===== config.mk =====
export PLATFORM = sky130hd
export DESIGN_NAME = mem_stage_ctrl
export DESIGN_NICKNAME = d
export VERILOG_FILES = /design/src/rtl/mem_stage_ctrl.sv
export SDC_FILE = /design/constraint.sdc
export NUM_CORES = 1
export LEC_CHECK = 0
export CELL_PAD_IN_SITES_DETAIL_PLACEMENT = 0
export CELL_PAD_IN_SITES_GLOBAL_PLACEMENT = 1
export CORE_MARGIN = 4
export CORE_UTILIZATION = 37
export CTS_CLUSTER_DIAMETER = 30
export DETAILED_ROUTE_END_ITERATION = 16
export GPL_TIMING_DRIVEN = 0
export HOLD_SLACK_MARGIN = 0.06
export PLACE_DENSITY_LB_ADDON = 0.05
export SLEW_MARGIN = 20
export SYNTH_ARGS = -nofsm -noshare
export SYNTH_HDL_FRONTEND = slang
export SYNTH_SLANG_ARGS = --single-unit

===== constraint.sdc =====
create_clock -name clk -period 2.9 [get_ports clk]
set_input_delay 0.725 -clock clk [delete_from_list [all_inputs] [get_ports clk]]
set_output_delay 0.725 -clock clk [all_outputs]
set_load 0.005 [all_outputs]

===== src/rtl/mem_stage_ctrl.sv =====
// MEM-stage controller: consumes EX/MEM, runs loads/stores against a
// variable-latency request/acknowledge data memory, stalls upstream while an
// access is outstanding, guards each access with a timeout and loads MEM/WB.
module mem_stage_ctrl #(
  parameter int TIMEOUT = 15,
  parameter int CNT_W   = 4
) (
  input  logic       clk,
  input  logic       rst_n,
  input  logic       write_mem_i,
  input  logic       read_mem_i,
  input  logic       write_reg_i,
  input  logic [2:0] regD_i,
  input  logic [7:0] aluOut_i,
  input  logic [7:0] dataD_i,
  output logic       stall_o,
  output logic       mem_req_o,
  output logic       mem_we_o,
  output logic [7:0] mem_addr_o,
  output logic [7:0] mem_wdata_o,
  input  logic       mem_ack_i,
  input  logic [7:0] mem_rdata_i,
  output logic       write_reg_o,
  output logic [2:0] regD_o,
  output logic [7:0] wbData_o,
  output logic       timeout_o,
  output logic       proto_err_o
);

  typedef enum logic [1:0] {IDLE = 2'd0, BUSY = 2'd1, DONE = 2'd2} state_t;

  // Last counter value before the timeout fires; guarded so TIMEOUT=0 does not underflow.
  localparam int               TO_LAST_I = (TIMEOUT == 0) ? 0 : TIMEOUT - 1;
  localparam logic [CNT_W-1:0] TO_LAST   = TO_LAST_I[CNT_W-1:0];
  localparam logic             TO_EN     = (TIMEOUT != 0);

  state_t           state_q, state_d;
  logic [CNT_W-1:0] cnt_q, cnt_d;
  logic             mem_req_q, mem_req_d;
  logic             mem_we_q, mem_we_d;
  logic [7:0]       mem_addr_q, mem_addr_d;
  logic [7:0]       mem_wdata_q, mem_wdata_d;
  logic             wr_lat_q, wr_lat_d;
  logic [2:0]       regd_lat_q, regd_lat_d;
  logic             write_reg_q, write_reg_d;
  logic [2:0]       regD_q, regD_d;
  logic [7:0]       wbData_q, wbData_d;
  logic             timeout_q, timeout_d;
  logic             proto_err_q, proto_err_d;

  logic memop;
  logic to_hit;

  assign memop  = read_mem_i | write_mem_i;
  assign to_hit = TO_EN && (cnt_q == TO_LAST);

  // State register.
  always_ff @(posedge clk or negedge rst_n) begin
    if (!rst_n) state_q <= IDLE;
    else        state_q <= state_d;
  end

  // Next-state logic: ack beats a coincident timeout, DONE always lasts one cycle.
  always_comb begin
    state_d = state_q;
    case (state_q)
      IDLE:    if (memop) state_d = BUSY;
      BUSY:    if (mem_ack_i || to_hit) state_d = DONE;
      DONE:    state_d = IDLE;
      default: state_d = IDLE;
    endcase
  end

  // Stall upstream while accepting or waiting; released in DONE so the completed op retires.
  always_comb begin
    stall_o = (state_q == BUSY) || ((state_q == IDLE) && memop);
  end

  // Next values of the memory interface, timeout counter and MEM/WB register.
  always_comb begin
    cnt_d       = cnt_q;
    mem_req_d   = mem_req_q;
    mem_we_d    = mem_we_q;
    mem_addr_d  = mem_addr_q;
    mem_wdata_d = mem_wdata_q;
    wr_lat_d    = wr_lat_q;
    regd_lat_d  = regd_lat_q;
    write_reg_d = write_reg_q;
    regD_d      = regD_q;
    wbData_d    = wbData_q;
    timeout_d   = timeout_q;
    proto_err_d = proto_err_q;
    case (state_q)
      IDLE: begin
        if (memop) begin
          mem_req_d   = 1'b1;
          mem_we_d    = write_mem_i;
          mem_addr_d  = aluOut_i;
          mem_wdata_d = dataD_i;
          // Stores never write back a register.
          wr_lat_d    = write_reg_i & ~write_mem_i;
          regd_lat_d  = regD_i;
          write_reg_d = 1'b0;
          cnt_d       = '0;
          if (read_mem_i && write_mem_i) proto_err_d = 1'b1;
        end else begin
          write_reg_d = write_reg_i;
          regD_d      = regD_i;
          wbData_d    = aluOut_i;
        end
      end
      BUSY: begin
        if (mem_ack_i) begin
          mem_req_d = 1'b0;
          if (!mem_we_q) begin
            write_reg_d = wr_lat_q;
            regD_d      = regd_lat_q;
            wbData_d    = mem_rdata_i;
          end else begin
            write_reg_d = 1'b0;
          end
        end else begin
          write_reg_d = 1'b0;
          if (cnt_q != {CNT_W{1'b1}}) cnt_d = cnt_q + {{(CNT_W-1){1'b0}}, 1'b1};
          if (to_hit) begin
            mem_req_d = 1'b0;
            timeout_d = 1'b1;
          end
        end
      end
      DONE:    write_reg_d = 1'b0;
      default: write_reg_d = 1'b0;
    endcase
  end

  // Datapath registers; reset abandons any in-flight access.
  always_ff @(posedge clk or negedge rst_n) begin
    if (!rst_n) begin
      cnt_q       <= '0;
      mem_req_q   <= 1'b0;
      mem_we_q    <= 1'b0;
      mem_addr_q  <= '0;
      mem_wdata_q <= '0;
      wr_lat_q    <= 1'b0;
      regd_lat_q  <= '0;
      write_reg_q <= 1'b0;
      regD_q      <= '0;
      wbData_q    <= '0;
      timeout_q   <= 1'b0;
      proto_err_q <= 1'b0;
    end else begin
      cnt_q       <= cnt_d;
      mem_req_q   <= mem_req_d;
      mem_we_q    <= mem_we_d;
      mem_addr_q  <= mem_addr_d;
      mem_wdata_q <= mem_wdata_d;
      wr_lat_q    <= wr_lat_d;
      regd_lat_q  <= regd_lat_d;
      write_reg_q <= write_reg_d;
      regD_q      <= regD_d;
      wbData_q    <= wbData_d;
      timeout_q   <= timeout_d;
      proto_err_q <= proto_err_d;
    end
  end

  assign mem_req_o   = mem_req_q;
  assign mem_we_o    = mem_we_q;
  assign mem_addr_o  = mem_addr_q;
  assign mem_wdata_o = mem_wdata_q;
  assign write_reg_o = write_reg_q;
  assign regD_o      = regD_q;
  assign wbData_o    = wbData_q;
  assign timeout_o   = timeout_q;
  assign proto_err_o = proto_err_q;

endmodule

After elaboration in Yosys (flattened, before gate mapping)
Index checks and enable logic that the tools add are counted.

Register bits after elaboration: 42. Input bits: 33. Output and inout port bits: 33. Logic and storage cells: 65.

$add $sub $neg: 1. Equal/unequal tests: 11. Muxes and demuxes: 23. Bitwise gates (word level): 4. Reductions and logical operators: 13.

Operators by type and width (number): $mux W8 (3); $pmux W8 S2 (1); $mux W4 (3); $ne A2 B2 Y1 const B (6); $mux W3 (3); $reduce_and A3 Y1 (3); $pmux W4 S2 (1); $reduce_and A4 Y1 (2); $mux W1 (6); $pmux W3 S2 (1); $add A4 B1 Y4 const B (1); $eq A4 B4 Y1 const B (1); $mux W2 (2); $ne A4 B4 Y1 const B (1); $pmux W1 S2 (2); $pmux W2 S2 (1); $reduce_and A2 Y1 (2); $ne A3 B3 Y1 const B (1); $eq A2 B1 Y1 const B (1); $logic_and A1 B1 Y1 (2); $logic_not A2 Y1 (1); $logic_or A1 B1 Y1 (2); $ne A2 B1 Y1 const B (1); $not A1 Y1 (2); other kinds (3) (3).

Depth between registers and ports, before layout
Depth in word-level cells: 4. Gate-level depth with buffers: 6. Gate-level depth less buffers: 5.

Least setup slack after synthesis
No wires, ideal clock.

Path type: input-to-reg. From: input write_mem_i. To: register regD_q[0], in the netlist regD_o[0]. Library setup time: 0.125 ns. Arrival time: 1.724 ns. Path slack: 1.051 ns. Cell stages on the path: 4. Buffers on the path: 1. Cells stage by stage: or3_1 > a21oi_2 > buf_6 > mux2_2.

Cells in the longest elaborated chain, start to end: 3.

RTL lines: from (decl) (RTL line 10) `input logic write_mem_i,`; $or A1 B1 Y1 (RTL line 54) `assign memop = read_mem_i | write_mem_i;`; $ne A2 B2 Y1 (no line); $reduce_and A4 Y1 (no line); to (signal assigned) (RTL line 160) `regD_q <= regD_d;`; to (decl) (RTL line 46) `logic [2:0] regD_q, regD_d;`.

Every way passes these cells. A chain may end at the register's enable or synchronous reset.

Final worst setup path
From: input read_mem_i. To: output stall_o.

Cells in the longest elaborated chain, start to end: 3.

RTL lines: from (decl) (RTL line 11) `input logic read_mem_i,`; $or A1 B1 Y1 (RTL line 54); $logic_and A1 B1 Y1 (RTL line 76) `stall_o = (state_q == BUSY) || ((state_q == IDLE) && memop);`; $logic_or A1 B1 Y1 (RTL line 76); to (decl) (RTL line 16) `output logic stall_o,`.

Every way passes these cells.

==> flow_summary.toml <==
[sta]
worstMarginPinSlew_ns = 0.573
period_share_pct = 96.9
period_needed_ns = 2.81
finalSetupTns_ns = 0
slew_headroom_pct = 61.7
rsz0062_at_grt = "no"
fin_skew_ns = 0.00362
setup_viol = 0
slew_viol_final = 0
finalHoldViolations = 0
setup_ws_ns = 0.0892
max_freq_mhz = 356

[grt]
gr-usage-all-layers_pct = 14.5
grt_pass1_wl_um = 7040
antenna_found_initial = 0
overflow = 0
grt_pass1_vias = 1467
grt_max_degree = 31

[worst_setup_path]
path_buf_inv = 2
r2r-start = "state_q[0]$_DFFE_PN0P_"
arrival_ns = 2.09
crit_chain = "clkdlybuf4s50_1, nor2_1, o21ai_2, clkdlybuf4s50_1"
cp_common_cell = "clkdlybuf4s50_1"
max_stage_delay_ns = 0.53
r2r_cells = 5
cpLargestDelayFamily = "buffers and inverters"
path_max_fanout = 5
required_ns = 2.17
worst_setup_path_end_kind = "primary output"
path_class = "primary input to primary output"
cp-start-kind = "primary input"
cpMaxStageDelayCell = "clkdlybuf4s50_1"
reg2reg_slack_ns = 1.17
r2r-end = "wbData_o[2]$_DFFE_PN0P_"

[floorplanning]
dieArea_mm2 = 0.00622
core_mm2 = 0.00479
row_count = 25
io_pins = 66
die_y_um = 78.9
die_w_um = 78.9
floorplan.initialDensity_pct = 38.8

[synth]
syn_nets = 170
ys_top_cells_by_area = "dfrtp_1 57%, mux2_2 24%, buf_6 2.4%"
synth_seq_cells = 42
synth_area_mm2 = 0.00186
avgSynthCellArea_um2 = 13.8
synthCells = 135
synth_top_area_share_pct = 56.5
yosysTopAreaCell = "dfrtp_1"
ys_warn_count = 0
ys_seq_area_share_pct = 56.5
post_synth_num_cell_types = 30

[finish]
mostFrequentLayoutCell = "clkdlybuf4s50_1"
seq_area_mm2 = 0.00105
final_nets = 244
stdcell_area_mm2 = 0.00271
insertedDiodeCount = 0
multi_input_area_um2 = 749
area_growth_pct = 46.0
mostFrequentLayoutCells = "63 x clkdlybuf4s50_1, 42 x dfrtp_1, 39 x mux2_2"
drive_gt1_share_pct = 28.1
num-fill-cells = 400

[detailed_routing]
avgViaCountPerCell = 4.86
wire_per_inst_um = 15.2
ant_nets = 0
wl_um = 4210
drcViolationCount = 0
drt_first_pass_iters = 4
vias = 1347
drtIter0Drc = 19

[power]
power_density_mw_per_mm2 = 977
peakVddDrop_mv = 0.522
p_leak_uw = 0.00115
finalPower_uw = 2650

[place]
hpwlAfterDp_um = 3170
io_buffers = 65
placed_cell_area_mm2 = 0.00261
dp_slack_ns = -0.140
gp_congestion = 0.731

[clock_tree]
h-tree-depth = 2
clock_sinks = 42
cts_root_buf = "clkbuf_8"
clkLatencyLatePin_ns = 0.28
cts_tree = "done"
holdBufCountCts = 0
clk_path_buf_depth = 2
cts_buffers = 5
cts.reportedPaths.clkPinSlew_ns = 0.08

[run]
max-cap-violations = 0

[worst_hold_path]
hp-class = "primary input to asynchronous set/reset pin"

[outcome]
outcome = "finished clean"
-- sequential cells by signal, summed over array words and instances, names as in the netlist, 2 cells and up --
| name | count |
|---|---|
| mem_addr_o | 8 |
| state_q | 2 |
| regd_lat_q | 3 |
| mem_wdata_o | 8 |
| wbData_o | 8 |
| regD_o | 3 |
| cnt_q | 4 |
-- stage by stage --
step	instances	utilization, %	hold WS, ns
final	277	56.7	0.321
after global routing	277	56.7	0.327
after CTS	276	56.5	0.323
after detailed placement	268	54.5	0.460
after global placement	267	54.2	0.455
after floorplan	135	-	0.429
-- kinds of logic after synthesis --
group / Yosys count / share of synthesized area (%)
AOI/OAI and AO/OA: 19 / 6.46
adders and majority gates: 2 / 1.35
buffers and inverters: 8 / 3.36
DFF: 42 / 56.5
muxes: 43 / 25.9
and+or+nand+nor: 21 / 6.39
-- cell type report --
class	instances	area share [%]
buffer	6	2.03
clock buffer	7	3.18
clock inverter	1	0.184
inverter	2	0.277
multi-input combinational	85	27.6
sequential	42	38.7
tap	67	3.09
timing repair buffer	67	24.9
-- Yosys cell counts, drive strengths merged --
library cell  count
a21o              1
a21oi             3
a22o              1
a31o              1
a31oi             2
and3              3
buf               6
dfrtp            42
ha                2
inv               2
mux2             41
mux2i             2
nand2             3
nand2b            2
nand3             3
nand3b            2
nand4b            1
nor2              3
nor2b             1
nor3b             1
o211ai            1
o21ai             8
o221ai            1
o31ai             1
or2               1
or3               1
-- layer usage --
metal / GRT usage, % / wire length (um)
met3: 5.44 / 287
met5: 0 / 0
met4: 4.64 / 51
met1: 16.9 / 1680
met2: 24.9 / 2190
-- worst max path at each step --
stage,startpoint,to,depth (start not counted)
after floorplan,write_mem_i,regD_o[0]$_DFFE_PN0P_,4
final,read_mem_i,stall_o,4
after CTS,write_mem_i,stall_o,4
after global routing,read_mem_i,stall_o,4
after global placement,write_mem_i,stall_o,4
after detailed placement,write_mem_i,stall_o,4
-- where the power goes --
group	switching, uW	internal (uW)
clock	189	192
sequential	157	853
combinational	433	827
total	780	1870
-- timing repair --
item | CTS | global route
resized for setup | 2 | 1
gates cloned | 0 | 0
buffers inserted | 0 | 1
pin swaps | 0 | 1
endpoints found under the setup margin | 1 | 1
Power figures use the tool's default switching activity.
